File: src/rtl/col_norm_stream.sv
// Streaming column squared-norm accumulator: takes an N x N matrix one row at a time,
// then holds per-column saturating norms, the argmin column and a saturation flag.
module col_norm_stream #(
   parameter int N           = 8,
   parameter int WL          = 16,
   parameter int FWL         = 12,
   parameter int COLNORM_WL  = 16,
   parameter int COLNORM_FWL = 10
) (
   input  logic                    clk,
   input  logic                    rst,
   input  logic                    in_valid,
   output logic                    in_ready,
   input  logic [N*WL-1:0]         in_row,
   output logic                    out_valid,
   input  logic                    out_ready,
   output logic [N*COLNORM_WL-1:0] colnorm,
   output logic [((N > 2) ? $clog2(N) : 1)-1:0] min_idx,
   output logic                    sat_flag
);

   localparam int IW = (N > 2) ? $clog2(N) : 1;
   localparam int SH = FWL - COLNORM_FWL;
   localparam int PW = 2 * WL;
   localparam int SW = ((PW > COLNORM_WL) ? PW : COLNORM_WL) + 1;
   localparam logic [COLNORM_WL-1:0] MAXV = '1;

   typedef enum logic {ACC, HOLD} state_t;

   state_t                  state;
   logic [IW-1:0]           cnt;
   logic                    sticky;
   logic [COLNORM_WL-1:0]   acc     [N];
   logic [COLNORM_WL-1:0]   acc_nx  [N];
   logic signed [WL-1:0]    e_sh    [N];
   logic signed [PW-1:0]    e_ext   [N];
   logic signed [PW-1:0]    prod    [N];
   logic [PW-1:0]           term    [N];
   logic [SW-1:0]           sum     [N];
   logic                    clamp_any;
   logic [N*COLNORM_WL-1:0] colnorm_nx;
   logic [IW-1:0]           min_nx;
   logic [COLNORM_WL-1:0]   minv;

   // Per-column contribution of the row on in_row, folded into the accumulators with clamping.
   always_comb begin
      clamp_any  = 1'b0;
      colnorm_nx = '0;
      for (int unsigned j = 0; j < N; j++) begin
         e_sh[j]  = $signed(in_row[j*WL +: WL]) >>> SH;
         e_ext[j] = PW'(e_sh[j]);
         prod[j]  = e_ext[j] * e_ext[j];
         term[j]  = $unsigned(prod[j]) >> COLNORM_FWL;
         sum[j]   = SW'(acc[j]) + SW'(term[j]);
         if (sum[j] > SW'(MAXV)) begin
            acc_nx[j] = MAXV;
            clamp_any = 1'b1;
         end else begin
            acc_nx[j] = sum[j][COLNORM_WL-1:0];
         end
         colnorm_nx[j*COLNORM_WL +: COLNORM_WL] = acc_nx[j];
      end
   end

   // Strict less-than keeps the lowest index on ties.
   always_comb begin
      min_nx = '0;
      minv   = acc_nx[0];
      for (int unsigned j = 1; j < N; j++) begin
         if (acc_nx[j] < minv) begin
            minv   = acc_nx[j];
            min_nx = IW'(j);
         end
      end
   end

   always_ff @(posedge clk) begin
      if (rst) begin
         state     <= ACC;
         cnt       <= '0;
         sticky    <= 1'b0;
         in_ready  <= 1'b1;
         out_valid <= 1'b0;
         colnorm   <= '0;
         min_idx   <= '0;
         sat_flag  <= 1'b0;
         for (int unsigned j = 0; j < N; j++) acc[j] <= '0;
      end else begin
         case (state)
            ACC: begin
               if (in_valid) begin
                  acc    <= acc_nx;
                  sticky <= sticky | clamp_any;
                  if (cnt == IW'(N - 1)) begin
                     cnt       <= '0;
                     state     <= HOLD;
                     in_ready  <= 1'b0;
                     out_valid <= 1'b1;
                     colnorm   <= colnorm_nx;
                     min_idx   <= min_nx;
                     sat_flag  <= sticky | clamp_any;
                  end else begin
                     cnt <= cnt + 1'b1;
                  end
               end
            end
            HOLD: begin
               if (out_ready) begin
                  state     <= ACC;
                  in_ready  <= 1'b1;
                  out_valid <= 1'b0;
                  sticky    <= 1'b0;
                  colnorm   <= '0;
                  min_idx   <= '0;
                  sat_flag  <= 1'b0;
                  for (int unsigned j = 0; j < N; j++) acc[j] <= '0;
               end
            end
            default: state <= ACC;
         endcase
      end
   end

endmodule

File: config.mk
export PLATFORM = sky130hd
export DESIGN_NAME = col_norm_stream
export DESIGN_NICKNAME = d
export VERILOG_FILES = /design/src/rtl/col_norm_stream.sv
export SDC_FILE = /design/constraint.sdc
export NUM_CORES = 2
export LEC_CHECK = 0
export ABC_AREA = 1
export BUFFER_PORTS_ARGS = -buffer_cell sky130_fd_sc_hd__buf_2
export CAP_MARGIN = 5
export CORE_MARGIN = 4
export CORE_UTILIZATION = 70
export DETAILED_ROUTE_END_ITERATION = 7
export GPL_ROUTABILITY_DRIVEN = 1
export PLACE_DENSITY_LB_ADDON = 0.3
export SLEW_MARGIN = 20
export SYNTH_ARGS = -nofsm -noshare
export SYNTH_HDL_FRONTEND = slang
export SYNTH_SLANG_ARGS = --single-unit
File: constraint.sdc
create_clock -name clk -period 32.4 [get_ports clk]
set_input_delay 4.86 -clock clk [delete_from_list [all_inputs] [get_ports clk]]
set_output_delay 4.86 -clock clk [all_outputs]
set_load 0.05 [all_outputs]
Word level (Yosys, flattened, before mapping):

Cells that the tools add are included.

* add/subtract/negate cells: 9
* multiply operators: 8
* $lt $le $gt $ge: 15
* equality and inequality tests: 4
* muxes and demuxes: 57
* bitwise gates (word level): 2
* reduce and logical (&&, ||, !) cells: 3

Operator list (number)
* $mux W128: 4
* $pmux W128 S2: 2
* $mul A14 B14 Y28: 8
* $mux W16: 14
* $add A16 B22 Y23: 8
* $gt A23 B16 Y1 const B: 8
* $lt A16 B16 Y1: 7
* $mux W3: 10
* $mux W1: 21
* $pmux W1 S2: 5
* $ne A2 B2 Y1 const B: 3
* $pmux W3 S2: 1
* $reduce_and A2 Y1: 2
* $add A3 B1 Y3 const B: 1
* $eq A3 B3 Y1 const B: 1
* $reduce_and A3 Y1: 1
* $not A1 Y1: 1
* $or A1 B1 Y1: 1

* flip-flop bits (word level): 267
* input port bits: 132
* output and inout port bits: 134
* logic and storage cells: 114

Longest topological paths before layout:

* word-level depth: 21
* mapped depth: 130
* mapped depth without buffers: 117

Least setup slack after synthesis:

OpenSTA, ideal clock, no wires.

* kind: input port to flip-flop
* from: input port in_row[15]
* to: register min_idx[2] in the netlist's numbering
* setup time: 67 ps
* arrival time: 22119 ps
* required time: 32333 ps
* setup slack: 10214 ps
* cell stages on the path: 97
* buffers on the path: 13
* cell sequence: clkbuf_1 > clkbuf_1 > nand2_1 > fa_1 > inv_1 > fa_1 > fa_1 > fa_1 > fa_1 > fa_1 > ha_1 > a21o_1 > a21oi_1 > nand2_1 > nor2_1 > inv_1 > a21oi_1 > o21ai_0 > [61 not listed] > ha_1 > nand2_1 > inv_1 > nand3_1 > a31oi_1 > a2111oi_0 > nand2_2 > buf_2 > nand2_1 > o21ai_0 > ha_1 > a21oi_1 > nor2_1 > a2111oi_0 > nand2_1 > nand2_1 > nand2_1 > a21oi_2

* word-level cells in the longest chain between the ends: 21
* elaborated cells between the ends (all ways): 25
* classes of those cells: add/sub: 1; mul: 1; order compare: 8; mux: 15

Ends and longest elaborated chain
* from (decl): line 14 `input logic [N*WL-1:0] in_row,`
* $mul A14 B14 Y28 (*): line 52 `prod[j] = e_ext[j] * e_ext[j];`
* $add A16 B22 Y23 (*): line 54 `sum[j] = SW'(acc[j]) + SW'(term[j]);`
* $gt A23 B16 Y1: line 55 `if (sum[j] > SW'(MAXV)) begin`
* $mux W16 (*): line 55
* $lt A16 B16 Y1: line 70 `if (acc_nx[j] < minv) begin`
* $mux W16 (*): line 70
* $lt A16 B16 Y1: line 70
* $mux W16 (*): line 70
* [5 not listed]
* $mux W16: line 70
* $lt A16 B16 Y1: line 70
* $mux W16: line 70
* $lt A16 B16 Y1: line 70
* $mux W3 (*): line 70
* $mux W3 (*): line 94 `if (cnt == IW'(N - 1)) begin`
* $mux W3 (*): line 91 `if (in_valid) begin`
* $pmux W3 S2 (*): line 89 `case (state)`
* to (signal assigned): line 100 `min_idx <= min_nx;`
* to (decl): line 18 `output logic [((N > 2) ? $clog2(N) : 1)-1:0] min_idx,`

Mark *: on every way between the ends. The rest lies on a longest branch, timed or not. The select of a mux whose other input is x is not followed.
A chain may end at the register's enable or synchronous reset.

Final worst setup path:

* from: input port in_row[22]
* to: register min_idx[1] in the netlist's numbering

* word-level cells in the longest chain between the ends: 21
* elaborated cells between the ends (all ways): 26
* classes of those cells: add/sub: 1; mul: 1; order compare: 8; mux: 16

Ends and longest elaborated chain (line)
* $mul A14 B14 Y28 (*): 52
* $add A16 B22 Y23 (*): 54
* $gt A23 B16 Y1: 55
* $mux W16 (*): 55
* $lt A16 B16 Y1: 70
* $mux W16 (*): 70
* $lt A16 B16 Y1: 70
* $mux W16: 70
* [5 not listed]
* $mux W16: 70
* $lt A16 B16 Y1: 70
* $mux W16: 70
* $lt A16 B16 Y1: 70
* $mux W3 (*): 70
* $mux W3 (*): 94
* $mux W3 (*): 91
* $pmux W3 S2 (*): 89

Marks and branches as above.

==> flow_metrics.py <==
metrics = {
    "synthesis": {
        "synth_area_sq_um": 70100,
        "ys_warn_count": 0,
        "netlist_instances": 8654,
        "synth-seq-area-share_pct": 7.63,
        "async_reset_ff_share_pct": 0,
        "synth_top_flop_cell": "dfxtp_1",
        "ys_ff_latch": 267,
        "avgSynthCellArea_sq_um": 8.10,
        "synth_edf_count": 0,
        "yosysUniqueCellTypes": 50,
    },
    "clock_tree": {
        "cts_buffer_depth": 3,
        "cts_setup_buffers": 0,
        "cts.clk_slew.worst_paths_ps": 70,
        "cts_sinks": 267,
        "postCtsHoldBufs": 0,
        "cts_max_level": 1,
        "numCtsBuffers": 29,
        "root_buffer": "clkbuf_16",
        "post_cts_resized": 0,
        "cts_tree": "built",
        "clock_latency_ps": 590,
    },
    "routing": {
        "firstDrtPassIters": 8,
        "ant_nets": 0,
        "wire_per_inst_microns": 16.5,
        "wl_mm": 165,
        "drt-initial-drc-count": 4129,
        "dr_total_vias": 55100,
        "drc_errors": 0,
        "vias_per_cell": 5.50,
    },
    "placement": {
        "place_hpwl_mm": 138,
        "port_buffers": 249,
        "place.gp.congestion": 0.931,
    },
    "worst_setup_path": {
        "worstPathRequired_ps": 32920,
        "critical_path.reg2reg.startpoint": "acc[96]",
        "start_kind": "input pin",
        "critical_path.top_delay_family": "compound AO/OA/AOI/OAI gates",
        "crit_arrival_ps": 25370,
        "slowest_delay_ps": 560,
        "crit_top_cell": "nand2_1",
        "r2r-end": "min_idx[1]",
        "critPathCaptureType": "flop",
        "startpoint": "in_row[22]",
        "path_buf_inv": 15,
        "crit_cells": 91,
        "r2r_setup_slack_ps": 16790,
        "reg2reg_depth": 67,
        "critPathMaxFanout": 33,
        "critPathKind": "in2reg",
        "crit_end": "min_idx[1]",
        "critPathSlowestCell": "o21ai_0",
    },
    "global_route": {
        "grt_pass1_vias": 59000,
        "antenna_found_initial": 5,
        "grt_max_degree": 108,
        "grt_usage_pct": 32.3,
        "overflow": 0,
        "grt_pass1_wl_mm": 281,
    },
    "layout": {
        "syn_to_final_growth_pct": 4.33,
        "nets": 11000,
        "drive_gt1_share_pct": 4.63,
        "fillers": 7371,
    },
    "die": {
        "die_area_sq_um": 105000,
        "die_h_microns": 324,
        "ios": 266,
        "chipWidth_microns": 324,
        "core.rowCount": 115,
        "core-area_sq_um": 98900,
        "start_util_pct": 70.9,
    },
    "timing": {
        "fin_skew_ps": 14.9,
        "rsz0062_at_grt": "no",
        "post-route-period-util_pct": 76.7,
        "period_minus_slack_ps": 24840,
        "hold_viol_final": 0,
        "tns_ps": 0,
        "worst_pin_slew_ps": 1160,
        "slew_violations": 0,
        "finalSetupViolCount": 0,
        "max-slew-margin-rel_pct": 22.3,
        "fmax_ghz": 0.0403,
    },
    "hold_path": {
        "holdPathStages": 2,
        "hp-class": "reg2reg",
    },
    "run": {
        "max-cap-violations": 0,
    },
    "status": {
        "status": "completed",
    },
}
==> stage by stage <==
step,instance area (sq um),setup WS (ps),std cells,util (%),hold WS (ps)
final,73100,7560,10000,74.0,465
after floorplan,70100,10210,8655,-,446
after detailed placement,72100,7400,9954,72.9,456
after CTS,73100,7910,10000,73.9,466
after global placement,72100,7800,9954,72.9,451
after global routing,73100,6010,10000,73.9,487
==> kinds of logic after synthesis <==
family | Yosys count | synth area share, %
AO/OA/AOI/OAI | 958 | 7.34
XOR/XNOR | 354 | 4.43
adder cells (fa/ha/maj) | 2143 | 53.4
buffers and inverters | 2521 | 13.6
flip-flops | 267 | 7.63
multiplexers | 1 | 0.0143
other | 1 | 0.00535
AND/OR/NAND/NOR | 2409 | 13.6
==> routing by layer <==
metal	track usage [%]	vias up	wire (microns)
met3	6.08	416	14400
met4	11.7	2	6450
met1	42.1	27000	65000
met5	0	-	13
met2	54.2	1968	79600
li1	-	25700	-
==> worst register-to-register path, delay by kind of cell (launching register included) <==
kind                       cells  cell delay, ps
adders and majority gates      9            2900
and+or+nand+nor               26            4160
DFF                            1             330
AOI/OAI and AO/OA             26            7220
buffers and inverters          6             910
==> cell usage after synthesis, types with 23 or more instances <==
library cell | n | area (sq um)
dfxtp_1 | 267 | 5350
inv_1 | 2255 | 8460
clkbuf_1 | 201 | 754
xor2_1 | 171 | 1500
fa_1 | 1410 | 28200
nand3_1 | 160 | 801
nand4_1 | 29 | 181
or2_2 | 48 | 300
a31oi_1 | 24 | 150
nand2_1 | 1873 | 7030
o21bai_1 | 37 | 278
nor2_1 | 249 | 935
nor3_1 | 23 | 115
buf_1 | 33 | 124
a21oi_1 | 561 | 2810
ha_1 | 733 | 9170
xnor2_1 | 183 | 1600
o21ai_0 | 243 | 1220
==> area by class of cell <==
class                   instances  area [sq um]  area share [%]
well taps                    1287          1610            2.20
clock inverters                20           258           0.353
diodes                          1          2.50         0.00342
clock buffers                  34           774            1.06
inverters                    2272          8530            11.7
flip-flops and latches        267          5350            7.31
multi-input cells            5867         55200            75.6
repair buffers                261          1340            1.84
==> worst min-delay path by stage <==
stage | from | slack [ps] | endpoint
finish | colnorm[21] | 460 | colnorm[21]
global route | acc[36] | 490 | acc[36]
CTS | colnorm[18] | 470 | colnorm[18]
detailed placement | colnorm[18] | 460 | colnorm[18]
global placement | colnorm[43] | 450 | colnorm[43]
floorplan | sticky | 450 | sticky
==> cells in the final DEF, fill, tap and decap left out, types with 23 or more instances in the layout <==
master,instances
nor2_1,246
ha_1,733
nand2_1,1873
dfxtp_1,267
xor2_1,171
xnor2_1,183
inv_1,2253
o21bai_1,37
nor3_1,23
buf_2,248
nand4_1,29
nand3_1,160
a21oi_1,561
fa_1,1410
or2_2,48
o21ai_0,243
clkbuf_16,29
a31oi_1,24
==> flip-flops by register name (all words and copies together) (netlist names) <==
register	cells
cnt	3
state	1
sat_flag	1
colnorm	128
acc	128
sticky	1
min_idx	3
out_valid	1
in_ready	1
Power is left out: the tool's default activity adds up to more than one toggle a clock period on the data nets, which glitch-free logic cannot reach.
